$ cat config.mk
export PLATFORM = sky130hd
export DESIGN_NAME = fwd_hazard_unit
export DESIGN_NICKNAME = d
export VERILOG_FILES = /design/src/rtl/fwd_pkg.sv /design/src/rtl/fwd_match.sv /design/src/rtl/fwd_hazard_unit.sv
export SDC_FILE = /design/constraint.sdc
export NUM_CORES = 1
export LEC_CHECK = 0
export CAP_MARGIN = 20
export CORE_MARGIN = 2
export CORE_UTILIZATION = 51
export CTS_CLUSTER_SIZE = 16
export DETAILED_ROUTE_END_ITERATION = 8
export PLACE_DENSITY = 0.83
export SYNTH_ARGS = -nofsm -noshare
export SYNTH_HDL_FRONTEND = slang
export SYNTH_SLANG_ARGS = --single-unit
export TNS_END_PERCENT = 1
$ cat constraint.sdc
create_clock -name clk -period 3.8 [get_ports clk]
set_clock_uncertainty 0.05 [all_clocks]
set_input_delay 0.57 -clock clk [delete_from_list [all_inputs] [get_ports clk]]
set_output_delay 0.57 -clock clk [all_outputs]
set_load 0.02 [all_outputs]
$ cat src/rtl/fwd_pkg.sv
// ---------------------------------------------------------------------------
// fwd_pkg
// Shared types and constants for the forwarding / hazard unit.
//   fwd_tag_t      : in-flight destination tag {valid, dst, rw, mtr}
//   FWD_*          : EX operand mux select encodings
//   BR_*           : branch operand mux select encodings
//   stall_state_t  : load-use stall FSM states
// The tag address field is sized to TAG_ADDR_W so one struct type serves
// every ADDR_W up to that width; narrower addresses are zero-extended.
// Optional build macro used by importers: ZERO_REG_EN.
// ---------------------------------------------------------------------------
package fwd_pkg;

    localparam int TAG_ADDR_W = 8;

    typedef struct packed {
        logic                  valid;
        logic [TAG_ADDR_W-1:0] dst;
        logic                  rw;
        logic                  mtr;
    } fwd_tag_t;

    localparam logic [1:0] FWD_RF  = 2'd0;
    localparam logic [1:0] FWD_WB  = 2'd1;
    localparam logic [1:0] FWD_MEM = 2'd2;

    localparam logic [1:0] BR_RF  = 2'd0;
    localparam logic [1:0] BR_EX  = 2'd1;
    localparam logic [1:0] BR_MEM = 2'd2;
    localparam logic [1:0] BR_WB  = 2'd3;

    typedef enum logic [0:0] {
        ST_IDLE = 1'b0,
        ST_HOLD = 1'b1
    } stall_state_t;

    // A bubble carries no valid producer and therefore never matches.
    function automatic fwd_tag_t make_bubble();
        return '0;
    endfunction

endpackage

$ cat src/rtl/fwd_match.sv
// ---------------------------------------------------------------------------
// fwd_match
// Compares one register address against one pipeline tag.
// Ports:
//   tag_valid, tag_rw, tag_dst : fields of the tag being inspected
//   addr                        : source address read by the consumer
//   hit                         : tag is a live register writer of addr
// Build macro ZERO_REG_EN: when defined, address 0 is the hardwired zero
// register and never produces a hit.
// ---------------------------------------------------------------------------
module fwd_match
    import fwd_pkg::*;
#(
    parameter int ADDR_W = 3
) (
    input  logic                  tag_valid,
    input  logic                  tag_rw,
    input  logic [TAG_ADDR_W-1:0] tag_dst,
    input  logic [ADDR_W-1:0]     addr,
    output logic                  hit
);

    logic [TAG_ADDR_W-1:0] addr_ext;

    always_comb begin
        addr_ext = TAG_ADDR_W'(addr);
        hit      = tag_valid && tag_rw && (tag_dst == addr_ext);
`ifdef ZERO_REG_EN
        // r0 always reads as zero, so nothing ever needs forwarding to it.
        if (addr_ext == '0) begin
            hit = 1'b0;
        end
`endif
    end

endmodule

$ cat src/rtl/fwd_hazard_unit.sv
// ---------------------------------------------------------------------------
// fwd_hazard_unit
// Tracks destination tags of instructions in EX/MEM/WB and produces:
//   - registered per-operand EX forward selects (0 RF, 1 WB, 2 MEM ALU)
//   - combinational branch-operand select (0 RF, 1 EX, 2 MEM, 3 WB)
//   - load-use stall, lasting LOAD_LAT cycles per hazard
// Ports:
//   clk, rst_n        : clock, asynchronous active-low reset
//   flush             : kill wrong-path instructions in EX and MEM
//   id_valid          : ID holds a real instruction
//   id_src            : NUM_SRC packed source addresses
//   id_src_used       : per-operand register-read flags
//   id_dst, id_rw     : destination address, register write
//   id_mtr            : result comes from memory (load)
//   id_is_in          : IN instruction, register operands ignored
//   id_br_src         : branch register read in ID
//   id_br_used        : ID instruction is a register branch
//   ex_fwd_sel        : 2 bits per operand, registered
//   br_fwd_sel        : branch operand select
//   stall             : hold PC and F/D, bubble into ID/EX
// Build macro ZERO_REG_EN: r0 is hardwired zero (see fwd_match).
// ---------------------------------------------------------------------------
module fwd_hazard_unit
    import fwd_pkg::*;
#(
    parameter int ADDR_W   = 3,
    parameter int NUM_SRC  = 2,
    parameter int LOAD_LAT = 1
) (
    input  logic                      clk,
    input  logic                      rst_n,
    input  logic                      flush,
    input  logic                      id_valid,
    input  logic [NUM_SRC*ADDR_W-1:0] id_src,
    input  logic [NUM_SRC-1:0]        id_src_used,
    input  logic [ADDR_W-1:0]         id_dst,
    input  logic                      id_rw,
    input  logic                      id_mtr,
    input  logic                      id_is_in,
    input  logic [ADDR_W-1:0]         id_br_src,
    input  logic                      id_br_used,
    output logic [2*NUM_SRC-1:0]      ex_fwd_sel,
    output logic [1:0]                br_fwd_sel,
    output logic                      stall
);

    fwd_tag_t t_ex;
    fwd_tag_t t_mem;
    fwd_tag_t t_wb;
    fwd_tag_t id_tag;

    logic [NUM_SRC-1:0]   src_hit_ex;
    logic [NUM_SRC-1:0]   src_hit_mem;
    logic                 br_hit_ex;
    logic                 br_hit_mem;
    logic                 br_hit_wb;
    logic                 hazard;
    logic [2*NUM_SRC-1:0] ex_sel_next;
    stall_state_t         state_q;
    logic [1:0]           cnt_q;
    logic                 unused_wb_mtr;

    assign id_tag        = '{valid: 1'b1, dst: TAG_ADDR_W'(id_dst), rw: id_rw, mtr: id_mtr};
    assign unused_wb_mtr = t_wb.mtr;

    // One comparator per source operand against the EX and MEM producers.
    for (genvar k = 0; k < NUM_SRC; k++) begin : g_src
        fwd_match #(.ADDR_W(ADDR_W)) u_ex (
            .tag_valid (t_ex.valid),
            .tag_rw    (t_ex.rw),
            .tag_dst   (t_ex.dst),
            .addr      (id_src[k*ADDR_W +: ADDR_W]),
            .hit       (src_hit_ex[k])
        );
        fwd_match #(.ADDR_W(ADDR_W)) u_mem (
            .tag_valid (t_mem.valid),
            .tag_rw    (t_mem.rw),
            .tag_dst   (t_mem.dst),
            .addr      (id_src[k*ADDR_W +: ADDR_W]),
            .hit       (src_hit_mem[k])
        );
    end

    // The branch resolves in ID, so it can pick from every later stage.
    fwd_match #(.ADDR_W(ADDR_W)) u_br_ex (
        .tag_valid (t_ex.valid),
        .tag_rw    (t_ex.rw),
        .tag_dst   (t_ex.dst),
        .addr      (id_br_src),
        .hit       (br_hit_ex)
    );
    fwd_match #(.ADDR_W(ADDR_W)) u_br_mem (
        .tag_valid (t_mem.valid),
        .tag_rw    (t_mem.rw),
        .tag_dst   (t_mem.dst),
        .addr      (id_br_src),
        .hit       (br_hit_mem)
    );
    fwd_match #(.ADDR_W(ADDR_W)) u_br_wb (
        .tag_valid (t_wb.valid),
        .tag_rw    (t_wb.rw),
        .tag_dst   (t_wb.dst),
        .addr      (id_br_src),
        .hit       (br_hit_wb)
    );

    // A load in EX cannot supply its data to the instruction right behind it.
    // Flush kills that load, so it also cancels any stall in the same cycle.
    always_comb begin
        hazard = id_valid && t_ex.mtr &&
                 ((|(src_hit_ex & id_src_used)) || (br_hit_ex && id_br_used));
        stall  = !flush && ((state_q == ST_HOLD) || hazard);
    end

    // IDLE covers the first stall cycle on its own; HOLD adds the remaining
    // LOAD_LAT-1 cycles, counting down and leaving when the count reaches 1.
    always_ff @(posedge clk or negedge rst_n) begin
        if (!rst_n) begin
            state_q <= ST_IDLE;
            cnt_q   <= 2'd0;
        end else if (flush) begin
            state_q <= ST_IDLE;
            cnt_q   <= 2'd0;
        end else begin
            case (state_q)
                ST_IDLE: begin
                    if (hazard && (LOAD_LAT > 1)) begin
                        state_q <= ST_HOLD;
                        cnt_q   <= 2'(LOAD_LAT - 1);
                    end
                end
                ST_HOLD: begin
                    if (cnt_q == 2'd1) begin
                        state_q <= ST_IDLE;
                    end
                    cnt_q <= cnt_q - 2'd1;
                end
                default: begin
                    state_q <= ST_IDLE;
                    cnt_q   <= 2'd0;
                end
            endcase
        end
    end

    // Tags advance every cycle. The ID instruction only enters EX when it is
    // real and not held; flush invalidates what moves into EX and MEM while
    // the instruction leaving MEM still completes into WB.
    always_ff @(posedge clk or negedge rst_n) begin
        if (!rst_n) begin
            t_ex  <= make_bubble();
            t_mem <= make_bubble();
            t_wb  <= make_bubble();
        end else begin
            t_wb  <= t_mem;
            t_mem <= t_ex;
            if (flush) begin
                t_mem.valid <= 1'b0;
            end
            if (id_valid && !stall && !flush) begin
                t_ex <= id_tag;
            end else begin
                t_ex <= make_bubble();
            end
        end
    end

    // The tag now in EX will be in MEM when this consumer is in EX, hence the
    // MEM select; a load there has no ALU result, which is the stall case.
    always_comb begin
        ex_sel_next = '0;
        for (int k = 0; k < NUM_SRC; k++) begin
            if (id_src_used[k] && !id_is_in && !stall) begin
                if (src_hit_ex[k] && !t_ex.mtr) begin
                    ex_sel_next[2*k +: 2] = FWD_MEM;
                end else if (src_hit_mem[k]) begin
                    ex_sel_next[2*k +: 2] = FWD_WB;
                end
            end
        end
    end

    // Selects are registered alongside the ID/EX pipeline register.
    always_ff @(posedge clk or negedge rst_n) begin
        if (!rst_n) begin
            ex_fwd_sel <= '0;
        end else if (flush) begin
            ex_fwd_sel <= '0;
        end else begin
            ex_fwd_sel <= ex_sel_next;
        end
    end

    // Youngest non-load producer wins; WB data is valid for loads too.
    always_comb begin
        br_fwd_sel = BR_RF;
        if (id_br_used) begin
            if (br_hit_ex && !t_ex.mtr) begin
                br_fwd_sel = BR_EX;
            end else if (br_hit_mem && !t_mem.mtr) begin
                br_fwd_sel = BR_MEM;
            end else if (br_hit_wb) begin
                br_fwd_sel = BR_WB;
            end
        end
    end

endmodule

# Yosys cells after proc, flatten, opt, wreduce, memory -nomap -nowiden
# Index checks and enable logic that the tools add are counted.
# word_totals
n_memories,0
mem_bits_rw,0
output_inout_bits,7
in_bits,22
mem_bits_ro,0
wordCells,75
latch_bits,0
regBits,39
# op_classes
muxes,18
eq_ne,8
magnitude_cmp,0
n_addsub,1
shifts,0
n_mul,0
bitwise,1
div_mod_pow,0
n_reduce_logical,33
# ops
operator,count
equality test 8 x 3 -> 1 bit,7
logical AND 1 bit,24
two-way mux 2 bit,10
two-way mux 11 bit,1
two-way mux 1 bit,6
zero test 1 bit,5
two-way mux 4 bit,1
AND 2 bit,1
"equality test 2 x 1 -> 1 bit, second input constant",1
logical OR 1 bit,2
nonzero test 2 bit,1
OR reduction 2 bit,1
"subtractor 2 x 1 -> 2 bit, second input constant",1

# Logic depth before layout (Yosys ltp)
# logic_depth
depth_word,12
ltp_mapped,4
mapped_depth_nobuf,4

# Modules after synthesis
# From an unflattened synthesis, not the netlist that was laid out.
# unflattened
hier_cells,111
area_unflattened_um2,1243.7
# modules_own_cells
mod,cells_per_inst,instances,area_per_inst_um2
fwd_hazard_unit,62,1,832.0
fwd_match,7,7,58.8

# Worst setup path before layout
# Ideal clock, no wire load.
# synth_timing
path_kind,input to output
from,input id_br_src[1]
to,output stall
slack_ns,1.715
arrival_time_ns,1.465
path_stages,4
cell_sequence,xor2_1 nor3_2 nor3b_4 a211o_1
# synth_between
elab_chain_cells,7
# synth_rtl
element,line_no,rtl
"start, declared",fwd_hazard_unit.sv:40,"input logic [ADDR_W-1:0] id_br_src,"
equality test 8 x 3 -> 1 bit,fwd_match.sv:27,hit = tag_valid && tag_rw && (tag_dst == addr_ext);
logical AND 1 bit,fwd_match.sv:27,
logical AND 1 bit,fwd_hazard_unit.sv:111,((|(src_hit_ex & id_src_used)) || (br_hit_ex && id_br_used));
logical OR 1 bit,fwd_hazard_unit.sv:111,
logical AND 1 bit,fwd_hazard_unit.sv:110,hazard = id_valid && t_ex.mtr &&
logical OR 1 bit,fwd_hazard_unit.sv:112,stall = !flush && ((state_q == ST_HOLD) || hazard);
logical AND 1 bit,fwd_hazard_unit.sv:112,
"end, declared",fwd_hazard_unit.sv:44,output logic stall
# Every way passes these cells.

# Worst setup path in the final report
# layout_timing
from,input flush
to,output stall
# layout_between
elab_chain_cells,2
# layout_rtl
element,line_no,rtl
"start, declared",fwd_hazard_unit.sv:32,"input logic flush,"
zero test 1 bit,fwd_hazard_unit.sv:112,
logical AND 1 bit,fwd_hazard_unit.sv:112,
# Every way passes these cells.

==> results by group <==
Status
  – Outcome: complete, no violations

Floorplanning
  – Die X-Extent: 51.38 microns
  – Core Footprint: 2170 sq um
  – Top Ports: 29
  – Die area: 2640 sq um
  – Initial core utilization: 52.77%
  – Rows: 17
  – Die H: 51.38 microns

Yosys
  – Synthesized area: 1145 sq um
  – Post-synth EDFFs: 0
  – Synth warnings: 0
  – Fraction of registers with async set/reset: 100.0%
  – Syn avg cell area: 11.45 sq um
  – Synth top area share: 52.46%
  – Prevailing post-synth register cell: dfrtp_1
  – Sequential share of the synthesized area: 52.46%
  – Leading area contributor after synthesis: dfrtp_1
  – #FFs+latches synth: 24
  – Syn nets: 123
  – Distinct cells, synth: 26
  – Synth area leaders: dfrtp_1, xnor2_1, xor2_1, nand3b_1, nand4_1
  – Synthesized instance count: 100

Worst setup path
  – RR Endpoint: ex_fwd_sel[0]
  – Crit end category: primary output
  – Critical R2R Launch: t_ex[2]
  – Crit path max-delay cell type: clkdlybuf4s50_1
  – CP required: 3.18 ns
  – Setup Crit Path Kind: input port to primary output
  – CP Cell Sequence: clkdlybuf4s50_1, nor2b_4, nand4_2, nor3b_4, a211o_1, clkdlybuf4s50_1
  – Buf/Inv on CP: 2
  – FF-to-FF path depth: 4
  – CP Launch Type: input port
  – CP peak stage delay: 0.59 ns
  – Setup slack, reg-to-reg: 2.23 ns
  – CP Data Arrival Time: 2.63 ns
  – Critical Path Fanout Max: 9
  – CP top delay family: buffers and inverters
  – Most used cell, CP: clkdlybuf4s50_1

Timing
  – Setup_tns: 0 ns
  – Slew HR: 72.76%
  – Fmax: 307.8 MHz
  – Min cycle time layout: 3.249 ns
  – Final period utilization: 85.51%
  – Final Hold Fails: 0
  – Worst-Margin Slew: 0.4073 ns
  – Final slew viol count: 0
  – RSZ-0062 raised after global routing: no
  – # setup viols final: 0

Final layout
  – Fillcell total: 177
  – N_diodes: 0
  – Synthesis-to-finish area growth: 34.21%
  – Register Area: 600.6 sq um
  – Layout cells sized above 1: 8.333%
  – Nets: 156
  – Multi-input logic area: 529.3 sq um

Placed design
  – Final GP Congestion: 0.8457
  – DP HPWL: 1679 microns
  – Port buffer count: 28

Pwr
  – Leakage: 0.0006661 uW
  – Total power: 514.4 uW
  – Net Switching: 106.4 uW
  – Flop pwr share: 52.3%
  – PD cells: 334.8 nW/um^2
  – Comb power frac: 13.0%
  – Switching share of total power: 20.68%
  – Clock power frac: 34.7%
  – Peak VDD IR: 279.1 uV
  – Pint: 408.0 uW

Min path
  – Hold WC Path Type: register to register
  – Hold path depth: 0
  – Worst Hold Launch: t_mem[10]
  – WHS Endpoint: t_wb[10]

Routing
  – First-pass detailed-route iteration total: 4
  – WL/cell: 13.57 microns
  – Number of vias per cell: 5.138
  – DRT antenna net count: 0
  – Iteration-0 DRC Markers: 8
  – Remaining DRCs: 0
  – Total Routed Length: 2171 microns
  – Via count: 822

Global routing
  – Vias in the first global route: 759
  – Maximum number of pins on one net before global-route repair: 25
  – Grt total ovfl: 0
  – First-pass GRT wire length: 3443 microns
  – Initial antenna violation count: 0
  – Total GRT Usage: 18.05%

CTS
  – Cts repair resizes: 0
  – Max Root-Sink Buffers: 2
  – CTS H-tree lvls: 1
  – TritonCTS clock tree: yes
  – CTS hold repair buffers: 0
  – Clk_lat worst skew: 0.31 ns
  – CTS Buf Count: 3
  – Sink Count: 24
  – Worst-path clk slew: 0.12 ns
  – Root Driver: clkbuf_4
  – Setup Buffers After CTS: 0

Flow run
  – Max_cap viols: 0
## Yosys cell counts (all sizes together) (3+ instances only)
master	count
xnor2	16
inv	3
nand4	6
and3	3
nor3	7
xor2	6
nor2	6
nor4b	3
nand3b	5
a21oi	4
nand2	6
dfrtp	24
## worst reg2reg max path, cell delays in order (launching register included)
cell,delay [ns]
dfrtp_1,0.47
xor2_1,0.21
nor3_2,0.21
nor3b_4,0.40
nor4b_1,0.12
## state kept, by name, indices dropped and copies added, names as in the netlist
| name | cells |
|---|---|
| state_q | 1 |
| t_ex | 6 |
| t_mem | 6 |
| t_wb | 5 |
| ex_fwd_sel | 4 |
| cnt_q | 2 |
## layout by cell type, fill, tap and decap left out
master,n
nand3b_1,5
nand2_1,6
and3b_1,1
dfrtp_1,24
nor2_1,6
a211o_1,1
nand4_2,1
buf_16,1
nand3_1,1
nor3b_4,1
a21oi_1,3
o41ai_1,1
clkdlybuf4s50_1,28
inv_1,3
nor3_1,6
mux2i_1,1
and2b_2,1
xnor2_1,16
nor4_1,1
bufinv_16,1
ha_1,1
nor4b_1,3
clkbuf_4,3
nand4_1,5
xor2_1,6
and3_1,3
a21oi_2,1
nor3_2,1
nor2b_4,1
## stage by stage
step	utilization [%]	instances	hold WS (ns)	instance area (sq um)	setup WS [ns]
after floorplan	-	100	0.2244	1145	1.715
after global routing	70.82	160	0.3758	1536	0.3935
after global placement	67.13	155	0.3313	1456	0.5850
after CTS	69.55	159	0.3599	1509	0.5457
after detailed placement	67.13	155	0.3307	1456	0.5612
final	70.82	160	0.3564	1536	0.5507
## power by group through the flow
stage	registers, uW	clock network [uW]	logic [uW]
2_1_floorplan	272	0	27.6
3_3_place_gp	274	0	61.6
3_5_place_dp	274	0	63.4
4_1_cts	269	184	63.8
5_1_grt	270	197	73.2
6_report	269	178	67.0
## final cells by class
type                       instances  share of cell area, %
sequential                        24                  39.09
multi-input combinational         72                  34.45
inverter                           3                 0.7329
clock buffer                       3                  1.466
clock inverter                     1                  1.954
timing repair buffer              29                  20.03
tap                               28                  2.280
## layer usage
layer	GRT usage, %	up-vias	routed length [microns]
li1	-	415	-
met1	24.81	381	978
met2	29.91	24	1093
met3	2.632	2	80
met4	4.825	0	19
met5	0	-	0
## cell families after synthesis
group	Yosys count	share of synthesized area, %
buffers and inverters	4	1.311
AOI/OAI and AO/OA	6	3.607
adders and majority gates	1	1.093
and+or+nand+nor	42	23.83
muxes	1	0.8744
DFF	24	52.46
xor gates and xnor gates	22	16.83
## worst max path at each step
stage / start / to / slack [ns] / cells past startpoint
floorplan: id_br_src[1] / stall / 1.71 / 4
global placement: flush / stall / 0.59 / 6
detailed placement: flush / stall / 0.56 / 6
CTS: flush / stall / 0.55 / 6
global route: flush / stall / 0.39 / 6
finish: flush / stall / 0.55 / 6
(Power assumes the default switching activity.)
==> edit: new RTL, config.mk and constraints unchanged <==
Build with the macro `ZERO_REG_EN` defined.
--- a/src/rtl/fwd_match.sv
+++ b/src/rtl/fwd_match.sv
@@ -8,6 +8,8 @@
 // Build macro ZERO_REG_EN: when defined, address 0 is the hardwired zero
 // register and never produces a hit.
 // ---------------------------------------------------------------------------
+`define ZERO_REG_EN
+
 module fwd_match
     import fwd_pkg::*;
 #(
Formal check against the unedited RTL: not equivalent (Yosys sat finds a counterexample within 4 cycles, from zero or initial values and one cycle with rst_n low).
==> edit against the unedited design <==
Global-route usage rose by 4.1 points. Clock power fell by 25%. Final area grew 1.3%. Synthesized cell count rose by 12%. Sequential cell count did not move. First-iteration DRC count grew to 2.5 times the old value. Count of clock-buffer cells in the layout up 1. Critical path type unchanged. Total power is 8.4% lower. Synthesized area rose by 4.9%. Non-clock buffer count did not move. Wire length up 23%. Register-to-register slack got worse by 0.29 ns. Setup slack worse by 0.31 ns. Largest power group unchanged.
==> edit: results (changes against the unedited design) <==
<table>
<tr><th>Metric</th><th>Value</th></tr>
<tr><th colspan="2">Global route</th></tr>
<tr><td>GR Layer Usage met2</td><td>39.79% (was 29.91%)</td></tr>
<tr><td>Met3 layer usage reported by global route</td><td>3.143% (was 2.632%)</td></tr>
<tr><td>Met1 usage</td><td>26.11% (was 24.81%)</td></tr>
<tr><td>Vias in the first global route</td><td>1026 (was 759)</td></tr>
<tr><th colspan="2">Place</th></tr>
<tr><td>Worst Setup Slack post-DPL</td><td>0.2723 ns (was 0.5612 ns)</td></tr>
<tr><td>Detailed-placement wirelength estimate</td><td>1976 um (was 1679 um)</td></tr>
<tr><td>Placed inst area</td><td>1493 sq um (was 1456 sq um)</td></tr>
<tr><th colspan="2">Timing</th></tr>
<tr><td>Relative max-transition margin</td><td>61.39% (was 72.76%)</td></tr>
<tr><th colspan="2">Logic synthesis</th></tr>
<tr><td>Area fraction in compound gates after synthesis</td><td>8.958% (was 3.607%)</td></tr>
<tr><td>Synth Area in Adders</td><td>1.042% (was 1.093%)</td></tr>
<tr><td>Number of distinct library cell variants in the gate-level netlist after synthesis</td><td>35 (was 26)</td></tr>
<tr><td>Net Count, Synth</td><td>135 (was 123)</td></tr>
<tr><td>Most frequent cells after synthesis</td><td>sky130_fd_sc_hd__dfrtp_1 (24), sky130_fd_sc_hd__xor2_1 (10), sky130_fd_sc_hd__nor2_1 (8), sky130_fd_sc_hd__xnor2_1 (8), sky130_fd_sc_hd__nand2_1 (7) (was sky130_fd_sc_hd__dfrtp_1 (24), sky130_fd_sc_hd__xnor2_1 (16))</td></tr>
<tr><td>Synth Area in XOR/XNOR</td><td>13.13% (was 16.83%)</td></tr>
<tr><th colspan="2">Route</th></tr>
<tr><td>Overall routed net length</td><td>2661 um (was 2171 um)</td></tr>
<tr><td>First-iteration detailed-routing DRC count</td><td>20 (was 8)</td></tr>
<tr><td>Count of TritonRoute iterations in the first routing pass</td><td>5 (was 4)</td></tr>
<tr><td>Via density</td><td>5.834 (was 5.138)</td></tr>
<tr><td>Met2 WL post-DR</td><td>1369 um (was 1093 um)</td></tr>
<tr><th colspan="2">Power</th></tr>
<tr><td>Max IR drop VDD</td><td>0.0002554 V (was 0.0002791 V)</td></tr>
<tr><td>Leakage power total</td><td>0.0006464 uW (was 0.0006661 uW)</td></tr>
<tr><th colspan="2">Setup path</th></tr>
<tr><td>Critical path launch point</td><td>id_src[3] (was flush)</td></tr>
<tr><td>Worst r2r path cells</td><td>5 (was 4)</td></tr>
<tr><th colspan="2">Outcome</th></tr>
<tr><td>Run status</td><td>complete, no violations (unchanged)</td></tr>
<tr><th colspan="2">Worst hold path</th></tr>
<tr><td>Min-delay src</td><td>t_mem[1] (was t_mem[10])</td></tr>
<tr><th colspan="2">Layout</th></tr>
<tr><td>Fillers</td><td>191 (was 177)</td></tr>
</table>
-- edit: report_power, final --
group,switching (uW),internal [uW]
Combinational,29.4,37.9
Clock,75.2,58.6
Sequential,7.78,262
Total,112,359
-- edit: layout make-up --
| type | count | area, sq um | area share [%] |
|---|---|---|---|
| multi-input cells | 82 | 569.3 | 36.58 |
| clock buffers | 4 | 36.28 | 2.331 |
| inverters | 2 | 7.507 | 0.4823 |
| flip-flops and latches | 24 | 600.6 | 38.59 |
| repair buffers | 29 | 307.8 | 19.77 |
| well taps | 28 | 35.03 | 2.251 |
-- edit: worst max-delay path, stage by stage --
cell	delay, ns
sky130_fd_sc_hd__clkdlybuf4s50_1	0.50
sky130_fd_sc_hd__xor2_1	0.20
sky130_fd_sc_hd__nor4_1	0.46
sky130_fd_sc_hd__a22oi_2	0.17
sky130_fd_sc_hd__o21ai_4	0.29
sky130_fd_sc_hd__nand2b_1	0.15
sky130_fd_sc_hd__clkdlybuf4s50_1	0.60
